==> src/rtl/fft_bin_power.sv <==
// rtl/fft_bin_power.sv - per-bin |X|^2 pipeline with output FIFO and frame peak tracker
module fft_bin_power #(
  parameter int N_BINS     = 16,
  parameter int FIFO_DEPTH = 4,
  localparam int BIN_W     = $clog2(N_BINS)
) (
  input  logic                    clk,
  input  logic                    reset,
  input  logic                    in_push,
  input  logic signed [15:0]      in_real,
  input  logic signed [15:0]      in_imag,
  output logic                    in_stall,
  output logic                    out_push_F,
  output logic [31:0]             out_power_F,
  output logic [BIN_W-1:0]        out_bin_F,
  input  logic                    out_stall,
  output logic                    peak_valid_F,
  output logic [BIN_W-1:0]        peak_bin_F,
  output logic [31:0]             peak_power_F,
  output logic                    overflow_err_F
);

  localparam int PTR_W = $clog2(FIFO_DEPTH);
  localparam int CNT_W = PTR_W + 1;
  localparam int OCC_W = CNT_W + 1;
  localparam logic [BIN_W-1:0] LAST_BIN = BIN_W'(N_BINS - 1);

  logic [BIN_W-1:0] bin_cnt;
  logic             accept;

  logic signed [31:0] re_ext, im_ext;
  logic [30:0]        re_sq, im_sq;

  logic               s1_valid;
  logic [30:0]        s1_sq_re, s1_sq_im;
  logic [BIN_W-1:0]   s1_bin;

  logic               s2_valid;
  logic [31:0]        s2_power;
  logic [BIN_W-1:0]   s2_bin;

  logic [31:0]        fifo_pow [FIFO_DEPTH];
  logic [BIN_W-1:0]   fifo_bin [FIFO_DEPTH];
  logic [PTR_W-1:0]   wr_ptr, rd_ptr;
  logic [CNT_W-1:0]   fifo_count;
  logic               fifo_push, fifo_pop;
  logic [OCC_W-1:0]   occupancy;

  logic [BIN_W-1:0]   pk_bin, nxt_pk_bin;
  logic [31:0]        pk_power, nxt_pk_power;

  // Stall counts everything already committed downstream, so any accepted
  // sample is guaranteed a FIFO slot regardless of out_stall.
  assign occupancy = OCC_W'(fifo_count) + OCC_W'(s1_valid) + OCC_W'(s2_valid);
  assign in_stall  = occupancy >= OCC_W'(FIFO_DEPTH);
  assign accept    = in_push && !in_stall;

  assign re_ext = 32'(in_real);
  assign im_ext = 32'(in_imag);
  assign re_sq  = 31'(re_ext * re_ext);
  assign im_sq  = 31'(im_ext * im_ext);

  assign fifo_push = s2_valid;
  assign fifo_pop  = (fifo_count != '0) && !out_stall;

  always_ff @(posedge clk or negedge reset) begin
    if (!reset) begin
      bin_cnt        <= '0;
      overflow_err_F <= 1'b0;
      s1_valid       <= 1'b0;
      s1_sq_re       <= '0;
      s1_sq_im       <= '0;
      s1_bin         <= '0;
      s2_valid       <= 1'b0;
      s2_power       <= '0;
      s2_bin         <= '0;
    end else begin
      if (in_push && in_stall) overflow_err_F <= 1'b1;
      if (accept) bin_cnt <= (bin_cnt == LAST_BIN) ? '0 : bin_cnt + 1'b1;
      s1_valid <= accept;
      if (accept) begin
        s1_sq_re <= re_sq;
        s1_sq_im <= im_sq;
        s1_bin   <= bin_cnt;
      end
      s2_valid <= s1_valid;
      if (s1_valid) begin
        s2_power <= {1'b0, s1_sq_re} + {1'b0, s1_sq_im};
        s2_bin   <= s1_bin;
      end
    end
  end

  always_ff @(posedge clk) begin
    if (fifo_push) begin
      fifo_pow[wr_ptr] <= s2_power;
      fifo_bin[wr_ptr] <= s2_bin;
    end
  end

  always_ff @(posedge clk or negedge reset) begin
    if (!reset) begin
      wr_ptr      <= '0;
      rd_ptr      <= '0;
      fifo_count  <= '0;
      out_push_F  <= 1'b0;
      out_power_F <= '0;
      out_bin_F   <= '0;
    end else begin
      if (fifo_push) wr_ptr <= wr_ptr + 1'b1;
      if (fifo_pop)  rd_ptr <= rd_ptr + 1'b1;
      case ({fifo_push, fifo_pop})
        2'b10:   fifo_count <= fifo_count + 1'b1;
        2'b01:   fifo_count <= fifo_count - 1'b1;
        default: fifo_count <= fifo_count;
      endcase
      out_push_F <= fifo_pop;
      if (fifo_pop) begin
        out_power_F <= fifo_pow[rd_ptr];
        out_bin_F   <= fifo_bin[rd_ptr];
      end
    end
  end

  // Bin 0 seeds the tracker; strict compare keeps the lowest index on ties.
  always_comb begin
    nxt_pk_bin   = pk_bin;
    nxt_pk_power = pk_power;
    if (s2_valid && (s2_bin == '0 || s2_power > pk_power)) begin
      nxt_pk_bin   = s2_bin;
      nxt_pk_power = s2_power;
    end
  end

  always_ff @(posedge clk or negedge reset) begin
    if (!reset) begin
      pk_bin       <= '0;
      pk_power     <= '0;
      peak_valid_F <= 1'b0;
      peak_bin_F   <= '0;
      peak_power_F <= '0;
    end else begin
      pk_bin       <= nxt_pk_bin;
      pk_power     <= nxt_pk_power;
      peak_valid_F <= s2_valid && (s2_bin == LAST_BIN);
      if (s2_valid && (s2_bin == LAST_BIN)) begin
        peak_bin_F   <= nxt_pk_bin;
        peak_power_F <= nxt_pk_power;
      end
    end
  end

endmodule

==> config.mk <==
export PLATFORM = sky130hd
export DESIGN_NAME = fft_bin_power
export DESIGN_NICKNAME = d
export VERILOG_FILES = /design/src/rtl/fft_bin_power.sv
export SDC_FILE = /design/constraint.sdc
export NUM_CORES = 2
export LEC_CHECK = 0
export CORE_MARGIN = 5
export CORE_UTILIZATION = 38
export DETAILED_ROUTE_END_ITERATION = 7
export GPL_TIMING_DRIVEN = 1
export PLACE_DENSITY = 0.51
export SYNTH_ARGS = -nofsm -noshare
export SYNTH_HDL_FRONTEND = slang
export SYNTH_SLANG_ARGS = --single-unit
export TNS_END_PERCENT = 20
==> constraint.sdc <==
create_clock -name clk -period 4.4 [get_ports clk]
set_input_delay 0.88 -clock clk [delete_from_list [all_inputs] [get_ports clk]]
set_output_delay 0.88 -clock clk [all_outputs]
set_load 0.02 [all_outputs]
==> out/summary.txt <==
hold slack - 0.385 ns
Synth async-reset ratio - 0.609
total congestion overflow - 0
CP Capture Type - flip-flop
most common cell after layout, fill and taps aside - inv_1
Rows - 107
Post-Syn Area per Cell - 11.1 sq um
Register-to-Register Path Depth - 11
yosys warns - 0
Detailed Route WL - 78.3 mm
clock buffer depth - 3
CP Launch Type - input port
worst r2r src - s2_power[3]
vias in the first global route - 25300
I/O pin count - 112
hpwl dp - 62.7 mm
GRT Util Overall - 0.174
Final #Nets - 4243
Max-Slew Margin vs Limit - 0.368
CTS Sinks - 368
core footprint - 85400 sq um
top cells by area, synth - fa_1 (28%), dfrtp_1 (17%), edfxtp_1 (13%), ha_1 (9.1%), inv_1 (7.9%)
synth unique cells - 72
Die Wd - 304 um
DR DRC count - 0
fin. max-slew vios - 0
Tcrit/Tclk final - 1.34
first-pass GRT wire length - 132 mm
Final Hold Fails - 0
die area - 92200 sq um
Root Buffer - clkbuf_16
Post-synth EDFFs - 144
Seq/Total Area, Yosys - 0.303
Top FF cell, synth - dfrtp_1
TritonCTS clock tree - built
worst reg-to-reg setup slack - 0.98 ns
Via density - 4.73
status - finished with violations
initial antenna violation count - 0
WP data required - 4.80 ns
path category of the worst min-delay check - in -> async
WL/cell - 16.7 um
htree depth - 2
synthesized cell area - 32800 sq um
Setup WS pre-CTS - -2.65 ns
Reg2Reg Capture Point - peak_power_F[28]
drt pass-1 iters - 5
Max Clk Rate - 170 MHz
share of the synthesized area in the top cell type - 0.282
Placed Instance Area - 38400 sq um
synthesis-to-layout area growth - 27.2%
Routability Congestion - 0.872
final setup margin - -1.50 ns
Finished Core Util - 0.488
fraction of layout cells with a size suffix above 1 - 0.294
hold_buf cts - 0
Max Cap Violations - 0
highest-count cells in the layout ignoring fill and taps - inv_1 (634), fa_1 (431), buf_4 (417), nand2_1 (225), dfrtp_1 (223)
Worst Tran Pin Value - 0.946 ns
Clk Latency, worst-skew pair - 0.55 ns
cell accounting for the most synthesized area - fa_1
#FFs+latches synth - 368
CTS buffer count - 38
1st-iter DRT viols - 876
design area - 41700 sq um
starting density of the core - 0.384
WS Path Type - in -> reg
RSZ-0062 raised after global routing - true
clock-pin transition on the worst setup and hold timing paths - 0.06 ns
CP arrival - 6.30 ns
failing checks - negative setup slack
Syn Nets - 3689
IO buf count - 111
Syn Inst Count - 2953
Die H - 304 um
worst-path maximum fanout - 6
Antenna Nets Post-Route - 0
Worst Skew - 0.0248 ns
final setup violation count - 46
via count - 22100
minimum period implied by the final worst setup slack - 5.90 ns
largest net degree at the start of global routing - 102
critical path, stage by stage:
cell	delay (ns)
buf_4	0.15
buf_4	0.14
and2_4	0.16
fa_1	0.55
inv_1	0.06
fa_2	0.54
fa_2	0.44
fa_1	0.50
inv_1	0.05
fa_2	0.53
fa_1	0.46
ha_4	0.20
a21oi_4	0.15
nor2_2	0.06
o311a_1	0.34
a2111o_1	0.39
a21boi_2	0.19
o21ai_2	0.10
buf_4	0.14
nand2b_4	0.06
a211o_1	0.12
nand3_1	0.08
cell families (layout without fill, tap and decap cells):
| family | count (synthesis) | count (layout) | synth area share |
|---|---|---|---|
| xor gates and xnor gates | 118 | 118 | 0.0315 |
| AOI/OAI and AO/OA | 282 | 282 | 0.0554 |
| other | 0 | 1 | 0 |
| muxes | 176 | 176 | 0.0729 |
| DFF | 368 | 368 | 0.303 |
| buffers and inverters | 777 | 1361 | 0.0899 |
| and+or+nand+nor | 532 | 532 | 0.0744 |
| adders and majority gates | 700 | 700 | 0.373 |
sequential cells by signal, indices dropped and copies added (netlist names), 16 cells and up:
register      count
pk_power         32
fifo_bin         16
peak_power_F     32
fifo_pow        128
s1_sq_re         30
s1_sq_im         30
out_power_F      32
s2_power         32
metrics by stage:
stage                     TNS, ns  cells
after floorplan            -59.56   2953
after global placement    -104.74   4517
after detailed placement  -105.67   4517
after CTS                  -52.67   4674
after global routing       -60.39   4681
final                      -51.75   4682
repair_timing:
item / in CTS / in global routing
cloned: 3 / 0
setup endpoints to repair: 49 / 48
pin swaps: 169 / 117
setup buffers: 84 / 13
gates resized for setup: 378 / 140
metal layers:
metal  vias to the layer above  share of wire  GRT usage
met5                         -              0          0
met1                     11400           0.43      0.226
met3                       104          0.028     0.0148
li1                      10400              -          -
met4                         0          0.024     0.0393
met2                       274           0.52      0.319
Yosys cell counts (14+ instances only):
master      n
mux2_2    126
a21o_1     45
a21oi_1    72
nor2_1     88
edfxtp_1  144
nand2b_1   14
nand3_1    15
xor2_1     39
clkbuf_1   66
and2_1     70
mux4_2     36
inv_1     690
fa_1      462
dfrtp_1   224
nor3_1     17
o21ai_0    83
xnor2_1    79
nand2_1   262
nor2b_1    19
ha_1      238
worst max-delay path by stage:
stage	startpoint	end	slack (ns)	depth (start not counted)
floorplan	in_imag[4]	s1_sq_im[27]	-1.86	23
global placement	in_imag[9]	s1_sq_im[27]	-2.61	24
detailed placement	in_imag[9]	s1_sq_im[29]	-2.65	25
CTS	in_imag[5]	s1_sq_im[29]	-1.55	24
global route	in_imag[10]	s1_sq_im[20]	-1.69	24
finish	in_imag[10]	s1_sq_im[29]	-1.50	22
final cells by class:
| class | instances | area [sq um] |
|---|---|---|
| Antenna cell | 1 | 2.50 |
| Tap cell | 1144 | 1430 |
| Fill cell | 7929 | 43700 |
| Clock inverter | 16 | 176 |
| Sequential cell | 368 | 9930 |
| Inverter | 693 | 2650 |
| Clock buffer | 54 | 1090 |
| Timing Repair Buffer | 598 | 5220 |
| Multi-Input combinational cell | 1808 | 21200 |
Power is not shown: default switching activity piles up to over one toggle a cycle in this logic, so the estimate is an artifact.
